### src/rtl/pipe_ctrl.sv
// pipe_ctrl: hazard and stall controller for a five-stage in-order pipeline
// (IF, ID, EX, M, W).
//
// Ports:
//   clk, rst_n          single clock, asynchronous active-low reset
//   load_hazard_id      ID instruction reads the rd of a load that is in EX
//   branch_taken_ex     EX resolved a taken branch or jump
//   trap_m              M-stage instruction traps; its memory access is void
//   mem_req_m           M-stage data memory access, held while M is stalled
//   mem_ack             data memory completes the access this cycle
//   md_start_ex         EX holds a multi-cycle mul/div op, held while EX is stalled
//   md_done             one-cycle pulse: mul/div result is valid
//   stall_if..stall_m   hold the named stage register
//   flush_id            clear the IF/ID register to a NOP
//   bubble_ex/m/w       load a NOP into the ID/EX, EX/M, M/W register
//   state               current controller state code
//   stall_cycles        saturating count of cycles with stall_if asserted
//
// The stage-control outputs are combinational from state and inputs so the
// pipeline sees them in the cycle the hazard is present; only state,
// stall_cycles and the load-use bookkeeping bit are registered.
module pipe_ctrl (
    input  logic        clk,
    input  logic        rst_n,
    input  logic        load_hazard_id,
    input  logic        branch_taken_ex,
    input  logic        trap_m,
    input  logic        mem_req_m,
    input  logic        mem_ack,
    input  logic        md_start_ex,
    input  logic        md_done,
    output logic        stall_if,
    output logic        stall_id,
    output logic        stall_ex,
    output logic        stall_m,
    output logic        flush_id,
    output logic        bubble_ex,
    output logic        bubble_m,
    output logic        bubble_w,
    output logic [2:0]  state,
    output logic [31:0] stall_cycles
);

    localparam int unsigned XLEN    = 32;
    localparam int unsigned STATE_W = 3;
    localparam int unsigned CTL_W   = 8;
    localparam int unsigned RULE_W  = STATE_W + 1 + CTL_W;

    localparam logic [STATE_W-1:0] ST_RUN      = 3'd0;
    localparam logic [STATE_W-1:0] ST_MEM_WAIT = 3'd1;
    localparam logic [STATE_W-1:0] ST_MD_WAIT  = 3'd2;
    localparam logic [STATE_W-1:0] ST_FLUSH    = 3'd3;

    // Control vector bit order:
    // {stall_if, stall_id, stall_ex, stall_m, flush_id, bubble_ex, bubble_m, bubble_w}
    localparam logic [CTL_W-1:0] CTL_NONE  = 8'b0000_0000;
    localparam logic [CTL_W-1:0] CTL_TRAP  = 8'b0000_1110; // kill ID, EX, M
    localparam logic [CTL_W-1:0] CTL_MEM   = 8'b1111_0001; // hold IF..M, bubble into W
    localparam logic [CTL_W-1:0] CTL_MD    = 8'b1110_0010; // hold IF..EX, bubble into M
    localparam logic [CTL_W-1:0] CTL_KILL2 = 8'b0000_1100; // kill ID, EX
    localparam logic [CTL_W-1:0] CTL_LU    = 8'b1100_0100; // hold IF, ID, bubble into EX

    localparam logic [XLEN-1:0] CNT_MAX = {XLEN{1'b1}};

    logic [STATE_W-1:0] state_q, state_d;
    logic [XLEN-1:0]    stall_cycles_q, stall_cycles_d;
    logic               lu_q, lu_d;
    logic [CTL_W-1:0]   ctl_c;
    logic [CTL_W-1:0]   ctl_gated;

    // Normal-operation priority list; returns {next_state, load_use_fired, ctl}.
    // Trap and mem can be skipped when the caller has already settled them.
    function automatic logic [RULE_W-1:0] run_rules(
        input logic skip_trap,
        input logic skip_mem,
        input logic trap,
        input logic mreq,
        input logic mack,
        input logic mds,
        input logic mdd,
        input logic br,
        input logic lh,
        input logic lu_prev
    );
        logic [RULE_W-1:0] r;
        r = {ST_RUN, 1'b0, CTL_NONE};
        if (trap && !skip_trap) begin
            r = {ST_FLUSH, 1'b0, CTL_TRAP};
        end else if (mreq && !mack && !skip_mem) begin
            r = {ST_MEM_WAIT, 1'b0, CTL_MEM};
        end else if (mds && !mdd) begin
            r = {ST_MD_WAIT, 1'b0, CTL_MD};
        end else if (br) begin
            r = {ST_RUN, 1'b0, CTL_KILL2};
        end else if (lh && !lu_prev) begin
            // A load-use hazard needs exactly one stall: the cycle after, the
            // load has moved to M and forwarding covers it.
            r = {ST_RUN, 1'b1, CTL_LU};
        end
        return r;
    endfunction

    // Next-state and stage-control decode.
    always_comb begin
        state_d = ST_RUN;
        lu_d    = 1'b0;
        ctl_c   = CTL_NONE;
        case (state_q)
            ST_RUN: begin
                {state_d, lu_d, ctl_c} = run_rules(1'b0, 1'b0, trap_m, mem_req_m,
                    mem_ack, md_start_ex, md_done, branch_taken_ex, load_hazard_id, lu_q);
            end
            ST_MEM_WAIT: begin
                if (!mem_ack) begin
                    state_d = ST_MEM_WAIT;
                    ctl_c   = CTL_MEM;
                end else begin
                    // Release cycle: the M instruction is known good and done.
                    {state_d, lu_d, ctl_c} = run_rules(1'b1, 1'b1, trap_m, mem_req_m,
                        mem_ack, md_start_ex, md_done, branch_taken_ex, load_hazard_id, lu_q);
                end
            end
            ST_MD_WAIT: begin
                if (!md_done) begin
                    // EX stays held. M is free: a pending memory access there
                    // stalls M too and moves the bubble to W; a trap in M only
                    // needs the M bubble, which the hold already supplies.
                    state_d = ST_MD_WAIT;
                    if (mem_req_m && !mem_ack && !trap_m) begin
                        ctl_c = CTL_MEM;
                    end else begin
                        ctl_c = CTL_MD;
                    end
                end else begin
                    {state_d, lu_d, ctl_c} = run_rules(1'b0, 1'b0, trap_m, mem_req_m,
                        mem_ack, md_start_ex, md_done, branch_taken_ex, load_hazard_id, lu_q);
                end
            end
            ST_FLUSH: begin
                state_d = ST_RUN;
                ctl_c   = CTL_KILL2;
            end
            default: begin
                state_d = ST_RUN;
                ctl_c   = CTL_NONE;
            end
        endcase
    end

    // Reset must silence the stage controls immediately, not at the next edge.
    assign ctl_gated = rst_n ? ctl_c : CTL_NONE;

    assign {stall_if, stall_id, stall_ex, stall_m,
            flush_id, bubble_ex, bubble_m, bubble_w} = ctl_gated;

    // Saturating stall counter.
    always_comb begin
        stall_cycles_d = stall_cycles_q;
        if (ctl_gated[CTL_W-1] && (stall_cycles_q != CNT_MAX)) begin
            stall_cycles_d = stall_cycles_q + XLEN'(1);
        end
    end

    // State registers.
    always_ff @(posedge clk or negedge rst_n) begin
        if (!rst_n) begin
            state_q        <= ST_RUN;
            stall_cycles_q <= '0;
            lu_q           <= 1'b0;
        end else begin
            state_q        <= state_d;
            stall_cycles_q <= stall_cycles_d;
            lu_q           <= lu_d;
        end
    end

    assign state        = state_q;
    assign stall_cycles = stall_cycles_q;

endmodule

### config.mk
export PLATFORM = sky130hd
export DESIGN_NAME = pipe_ctrl
export DESIGN_NICKNAME = d
export VERILOG_FILES = /design/src/rtl/pipe_ctrl.sv
export SDC_FILE = /design/constraint.sdc
export NUM_CORES = 1
export LEC_CHECK = 0
export ABC_AREA = 1
export CORE_ASPECT_RATIO = 0.5
export CORE_MARGIN = 4
export CORE_UTILIZATION = 50
export DETAILED_ROUTE_END_ITERATION = 6
export GPL_ROUTABILITY_DRIVEN = 0
export PLACE_DENSITY = 0.77
export SYNTH_ARGS = -nofsm -noshare
export SYNTH_HDL_FRONTEND = slang
export SYNTH_SLANG_ARGS = --single-unit
### constraint.sdc
create_clock -name clk -period 4.5 [get_ports clk]
set_input_delay 0.9 -clock clk [delete_from_list [all_inputs] [get_ports clk]]
set_output_delay 0.9 -clock clk [all_outputs]
set_load 0.01 [all_outputs]
==> results by group, run 1 <==
Finish
  – Synthesis-to-layout area growth: 23.0%
  – Nets: 486
  – N_diodes: 0
  – Share of cells above drive strength 1: 5.87%

Clock network
  – Clk Latency, worst-skew pair: 0.29 ns
  – CTS Root Cell: clkbuf_8
  – Hold_buf cts: 0
  – CTS tree: built
  – Longest Clk Path Bufs: 2
  – Inserted Clock Buffers: 5
  – H-tree levels: 2
  – Num Clock Sinks: 35
  – Reg clk slew, reported paths: around 0.070 ns
  – Post-CTS Resized: 0
  – Post-CTS Setup Inserts: 0

Power and ir drop
  – Flop pwr share: 35.3%
  – Clk pwr share: 26.7%
  – Leak: approximately 1.5 nW
  – Pwr/cell area: 336 nW/um2
  – Net switching power: 0.434 mW
  – Sw Ratio: around two fifths
  – Int Power: around 0.69 mW
  – Total power: 1.12 mW
  – Gate power share: 38.0%
  – Max VDD drop: 0.282 mV

Logic synthesis
  – Cells after Synth: roughly 430
  – Synth Net Count: 439
  – Syn avg cell area: around 6.3 um2
  – Post-synth EDFFs: 0
  – Synth cell count leaders: 191 x nand2_1, 61 x nor2_1, 35 x dfrtp_1
  – Most common flop cell mapped by yosys: dfrtp_1
  – Synth area leader: dfrtp_1
  – Seq cells post-synth: 35
  – Synth area leaders: dfrtp_1 32%, nand2_1 26%, nor2_1 8.4%
  – Cell area after synthesis: 2720 um2
  – Synth async-reset ratio: 100%
  – Count leader, synth: nand2_1
  – Number of library cell types mapped by synthesis: 29
  – Yosys warnings: 0
  – Post-synthesis sequential area ratio: 32.2%
  – Synth top area share: 32.2%

STA
  – # setup viols final: 0
  – Final critical-path share of the clock period: 84.8%
  – Clk_skew: 0.00661 ns
  – Slew HR: 60.4%
  – Max Clk Rate: 262 MHz
  – Worst-Margin Slew: 0.594 ns
  – Max Slew Vio Count: 0
  – Final setup TNS: 0 ns
  – Worst setup margin: 0.683 ns
  – RSZ-0062 raised after global routing: false
  – Tmin final: 3.82 ns
  – Final Hold Viols: 0

GRT
  – First-pass GRT wire length: around 13000 um
  – Vias in the first global route: ~2700
  – All-Layer GR Usage: 23.6%
  – Initial antenna violation count: 0
  – GRT Residual Overflow: 0
  – Largest net degree at the start of global routing: 50

Setup path
  – Cell repeated most along the worst path: nand2_1
  – WP depth: 9
  – Bufs and invs on worst path: 2
  – Slowest-stage cell, CP: clkdlybuf4s50_1
  – CP max FO: 12
  – Worst reg2reg endpoint: stall_cycles[16]
  – WS Path Type: in2out
  – FF-to-FF Start: stall_cycles[0]
  – CP endpoint: stall_if
  – Worst setup path start: mem_ack
  – Worst Path Required: 3.60 ns
  – Setup slack, reg-to-reg: around 2.2 ns
  – CP cell instances: clkdlybuf4s50_1 -> nor2_1 -> nand2_1 -> nand2_1 -> nand2_1 -> nand2_1 -> nor2_1 -> nor2_4 -> clkdlybuf4s50_1
  – R2R cell count: 9
  – Crit path max-delay family: buffers and inverters
  – CP Capture Type: output pin
  – Worst EP arrival: 2.92 ns
  – Slowest stage delay, CP: approximately 0.6 ns
  – Crit path launch type: primary input

Detailed routing
  – Final ANT Viol Nets: 0
  – Total Wirelength: approximately 7500 um
  – DR iter-0 viols: 193
  – Residual DRC count: 0
  – Pre-Repair DR Iteration Count: 4
  – Via density: 5.33
  – Top Layer Used: met4
  – Met1 wire length: 3520 um
  – Metal3 WL: 614 um
  – Vias post-DR: 2914
  – WL met2: 3230 um
  – WL/cell: 13.7 um

Die
  – Starting Density: 53.4%
  – Die Wd: 112 um
  – Die extent in y: 60.1 um
  – Core ar.: 5090 um2
  – Ports: 52
  – Die Area: between 6000 and 7000 um2
  – # rows: 18

Place
  – Pre-CTS setup slack: about 0.73 ns
  – Port Buffer Count: 50
  – DP Wirelength: 5540 um

Flow run
  – Max-cap violations: 0

Worst hold path
  – HP Class: in2async

Outcome
  – Status: finished, final reports clean
state kept, by name (all words and copies together), names as in the netlist:
register and count:
state 2, lu_q 1, stall_cycles 32
power by group through the flow:
| stage | Clock [mW] | Combinational (mW) | Sequential, mW |
|---|---|---|---|
| after floorplan | 0 | 0.267 | 0.403 |
| after global placement | 0 | 0.414 | 0.400 |
| after detailed placement | 0 | 0.420 | 0.400 |
| after CTS | 0.307 | 0.425 | 0.395 |
| after global routing | 0.323 | 0.477 | 0.403 |
| final | 0.300 | 0.427 | 0.396 |
cell usage in the layout (no fill, tap or decap):
| master | synthesis | routed |
|---|---|---|
| a21oi_1 | 5 | 5 |
| a31oi_1 | 1 | 1 |
| and3_1 | 1 | 1 |
| buf_2 | 3 | 1 |
| buf_4 | 3 | 2 |
| bufinv_16 | 0 | 1 |
| clkbuf_8 | 0 | 6 |
| clkdlybuf4s50_1 | 0 | 49 |
| clkinv_2 | 0 | 1 |
| conb_1 | 1 | 1 |
| dfrtp_1 | 35 | 35 |
| ha_1 | 1 | 1 |
| inv_1 | 28 | 28 |
| inv_2 | 1 | 1 |
| nand2_1 | 191 | 191 |
| nand2_2 | 4 | 4 |
| nand3_1 | 20 | 20 |
| nand3_2 | 5 | 5 |
| nand3_4 | 2 | 2 |
| nand3b_1 | 15 | 15 |
| nand4_1 | 15 | 15 |
| nor2_1 | 61 | 61 |
| nor2_4 | 4 | 4 |
| nor3_1 | 2 | 2 |
| nor3_2 | 1 | 1 |
| o21a_1 | 1 | 1 |
| o21ai_0 | 11 | 11 |
| o21ai_1 | 1 | 1 |
| o22ai_1 | 1 | 1 |
| xnor2_1 | 5 | 5 |
| xor2_1 | 5 | 5 |
worst reg2reg max path, cell delays in order, from the launching register on:
cell and delay (ns):
dfrtp_1 0.49, ha_1 0.36, inv_2 0.10, nor2_4 0.15, nand2_2 0.13, nor2_4 0.18
nand3_4 0.22, nand3_4 0.40, nand2_1 0.11, nand2_1 0.09
cell type report:
type / instances / area, um2
timing repair buffer: 52 / 510
multi-input combinational: 353 / 1640
clock inverter: 2 / 35.0
sequential: 35 / 876
clock buffer: 6 / 82.6
inverter: 29 / 109
fill: 484 / 1750
tap: 70 / 87.6
stage by stage:
stage	utilization, %	hold slack, ns	cells	instance area (um2)
after floorplan	-	0.557	429	2720
after global placement	63.4	0.540	539	3230
after detailed placement	63.4	0.554	539	3230
after CTS	65.7	0.402	547	3340
after global routing	65.7	0.398	547	3340
final	65.7	0.410	547	3340
layer usage:
metal  up-vias  track usage (%)
li1       1445                -
met1      1342             32.3
met2       114             38.4
met3        13             4.85
met4         0             6.85
met5         -                0
how the worst min path moves through the flow:
stage,start,end,cells after the start
floorplan,lu_q,lu_q,5
global placement,stall_cycles[31],stall_cycles[31],2
detailed placement,stall_cycles[31],stall_cycles[31],2
CTS,rst_n,lu_q,1
global route,rst_n,lu_q,1
finish,rst_n,lu_q,1
kinds of logic (layout without fill, tap and decap cells):
| family | Yosys count | count (layout) | share of synthesized area, % |
|---|---|---|---|
| XOR/XNOR | 10 | 10 | 3.22 |
| adder cells (fa/ha/maj) | 1 | 1 | 0.460 |
| other | 1 | 1 | 0.138 |
| AND/OR/NAND/NOR | 321 | 321 | 52.8 |
| buffers and inverters | 41 | 89 | 7.32 |
| flip-flops | 35 | 35 | 32.2 |
| AO/OA/AOI/OAI | 20 | 20 | 3.87 |
No activity file was read; power rests on OpenSTA's default activity.
==> run 2, diff against run 1 <==
--- a/config.mk
+++ b/config.mk
@@ -8,10 +8,10 @@
 export ABC_AREA = 1
 export CORE_ASPECT_RATIO = 0.5
 export CORE_MARGIN = 4
-export CORE_UTILIZATION = 50
+export CORE_UTILIZATION = 48
 export DETAILED_ROUTE_END_ITERATION = 6
 export GPL_ROUTABILITY_DRIVEN = 0
-export PLACE_DENSITY = 0.77
+export PLACE_DENSITY = 0.78
 export SYNTH_ARGS = -nofsm -noshare
 export SYNTH_HDL_FRONTEND = slang
 export SYNTH_SLANG_ARGS = --single-unit
==> constraint.sdc (replaced) <==
create_clock -name clk -period 3.25 [get_ports clk]
set_input_delay 0.65 -clock clk [delete_from_list [all_inputs] [get_ports clk]]
set_output_delay 0.65 -clock clk [all_outputs]
set_load 0.01 [all_outputs]
==> run 2 against run 1 <==
Clock power increased by 89%; die area increased by 3.7%; clock skew decreased by 0.0032 ns; final area increased by 2.1%; utilization decreased by 3.5 points; critical endpoint is now stall_id; highest routed layer unchanged.
==> results by group, run 2 (synthesis results as in run 1) <==
Outcome
  – Status: finished, final reports clean (unchanged)

Clock network
  – H-tree levels: 2 (unchanged)
  – Num Clock Sinks: 35 (unchanged)
  – Reg clk slew, reported paths: 0.05 ns (was 0.07 ns)
  – Longest Clk Path Bufs: 2 (unchanged)
  – Post-CTS Setup Inserts: 0 (unchanged)
  – CTS Root Cell: clkbuf_16 (was clkbuf_8)
  – CTS tree: built (unchanged)
  – Clk Latency, worst-skew pair: 0.29 ns (about the same)
  – Inserted Clock Buffers: 5 (unchanged)

Finish
  – Nets: 487 (was 486)
  – Share of cells above drive strength 1: 6.28% (was 5.87%)
  – Commonest non-fill, non-tap cells in the layout: 191 x nand2_1, 60 x nor2_1, 49 x clkdlybuf4s50_1, 35 x dfrtp_1, 28 x inv_1 (was 191 x nand2_1, 61 x nor2_1, 49 x clkdlybuf4s50_1, 35 x dfrtp_1, 28 x inv_1)
  – N_diodes: 0 (unchanged)
  – Max reg flops: 32 (unchanged)
  – Synthesis-to-layout area growth: 25.6% (was 23.0%)
  – Util after Layout: 62.2% (was 65.7%)
  – Commonest non-fill, non-tap cell in the layout: nand2_1 (unchanged)

Detailed routing
  – Pre-Repair DR Iteration Count: 5 (was 4)
  – Via density: 5.21 (was 5.33)
  – Total Wirelength: 7210 um (was 7480 um)
  – Final ANT Viol Nets: 0 (unchanged)
  – Residual DRC count: 0 (unchanged)
  – WL/cell: 13.1 um (was 13.7 um)
  – DR iter-0 viols: 203 (was 193)
  – Vias post-DR: 2868 (was 2914)

STA
  – Final Hold Slack: 0.226 ns (was 0.410 ns)
  – Final Hold Viols: 0 (unchanged)
  – Tmin final: 3.12 ns
  – # setup viols final: 0 (unchanged)
  – Final critical-path share of the clock period: 95.9%
  – Final setup TNS: 0 ns (unchanged)
  – Max Clk Rate: 321 MHz
  – Worst setup margin: 0.135 ns (was 0.683 ns)
  – RSZ-0062 raised after global routing: false (unchanged)
  – Clk_skew: 0.00340 ns (was 0.00661 ns)
  – Max Slew Vio Count: 0 (unchanged)

Die
  – # rows: 19 (was 18)
  – Core ar.: 5490 um2 (was 5090 um2)
  – Die Area: 7000 um2 (was 6750 um2)
  – Die extent in y: 61.2 um (was 60.1 um)
  – Die Wd: 114 um (was 112 um)
  – Starting Density: 49.5% (was 53.4%)
  – Ports: 52 (unchanged)

GRT
  – All-Layer GR Usage: 22.0% (was 23.6%)
  – Largest net degree at the start of global routing: 33 (was 50)
  – GRT Residual Overflow: 0 (unchanged)
  – First-pass GRT wire length: 12200 um (was 12700 um)
  – Initial antenna violation count: 0 (unchanged)
  – Vias in the first global route: 2561 (was 2695)

Place
  – DP Wirelength: 5450 um (was 5540 um)
  – Pre-CTS setup slack: 0.103 ns (was 0.729 ns)
  – Port Buffer Count: 50 (unchanged)

Setup path
  – Setup slack, reg-to-reg: 1.01 ns (was 2.22 ns)
  – CP max FO: 5 (was 12)
  – Worst EP arrival: 2.47 ns (was 2.92 ns)
  – FF-to-FF Start: stall_cycles[0] (unchanged)
  – WS Path Type: in2out (unchanged)
  – Crit path launch type: primary input (unchanged)
  – Worst Path Required: 2.60 ns (was 3.60 ns)
  – CP Capture Type: output pin (unchanged)
  – R2R cell count: 9 (unchanged)
  – Worst reg2reg endpoint: stall_cycles[7] (was stall_cycles[16])

Power and ir drop
  – Pwr/cell area: 498 nW/um2 (was 336 nW/um2)
  – Leak: 1.55 nW (was 1.52 nW)
  – Max VDD drop: 0.326 mV (was 0.282 mV)

Worst hold path
  – HP Class: in2async (unchanged)

Flow run
  – Max-cap violations: 0 (unchanged)
[run 2: cell count changes in the layout (fill, tap and decap cells not counted)]
cell,before,now
buf_4,2,3
clkbuf_16,0,5
clkbuf_8,6,1
nor2_1,61,60
nor2_2,0,1
o21ai_0,11,9
o21ai_1,1,3
[run 2: power by group]
part / switching, mW / internal (mW)
combinational: 0.350 / 0.234
clock: 0.186 / 0.381
sequential: 0.0740 / 0.476
[run 2: through the flow]
step	std cells	cell area [um2]	power, mW
global placement	543	3240	1.13
CTS	551	3410	1.70
global route	551	3410	1.80
finish	551	3410	1.70
floorplan	429	2720	0.928
detailed placement	543	3240	1.13
[run 2: critical path, cell delays in order]
cell	delay, ns
clkdlybuf4s50_1	0.48
nor2_1	0.19
nand2_1	0.11
nand2_1	0.07
nand2_1	0.05
nand2_1	0.12
nor2_2	0.07
nor2_4	0.16
clkdlybuf4s50_1	0.57
[run 2: how the worst max path moves through the flow]
stage / endpoint / cells past startpoint / slack [ns] / from
2_1_floorplan: stall_if / 10 / 0.90 / mem_req_m
3_3_place_gp: bubble_ex / 8 / 0.18 / trap_m
3_5_place_dp: stall_id / 9 / 0.10 / md_done
4_1_cts: stall_id / 9 / 0.10 / md_done
5_1_grt: bubble_ex / 8 / 0.01 / trap_m
6_report: stall_id / 9 / 0.13 / mem_ack
[run 2: layout make-up]
| cell class | instances | area [um2] |
|---|---|---|
| Clock buffer | 6 | 139 |
| Clock inverter | 2 | 35.0 |
| Fill cell | 524 | 2080 |
| Inverter | 29 | 109 |
| Multi-Input combinational cell | 353 | 1650 |
| Sequential cell | 35 | 876 |
| Tap cell | 73 | 91.3 |
| Timing Repair Buffer | 53 | 518 |
[run 2: what timing repair did]
item / CTS / global route
hold buffers: 0 / 0
gates resized for setup: 0 / 3
endpoints found under the setup margin: 0 / 5
[run 2: per-layer routing]
metal  wire length, um  share of wire [%]  track usage [%]  vias to the layer above
met5                 0                  0                0                        -
met4                82                1.1             5.08                        0
met3               577                8.0             6.18                       11
met2              3050                 42             33.5                      106
met1              3510                 49             31.5                     1297
li1                  -                  -                -                     1454
==> run 3, diff against run 2 <==
--- a/config.mk
+++ b/config.mk
@@ -11,6 +11,7 @@
 export CORE_UTILIZATION = 48
 export DETAILED_ROUTE_END_ITERATION = 6
 export GPL_ROUTABILITY_DRIVEN = 0
+export HOLD_SLACK_MARGIN = 0.12
 export PLACE_DENSITY = 0.78
 export SYNTH_ARGS = -nofsm -noshare
 export SYNTH_HDL_FRONTEND = slang
==> results of run 3 <==
Final layout, timing and power as in run 2 (identical DEF).
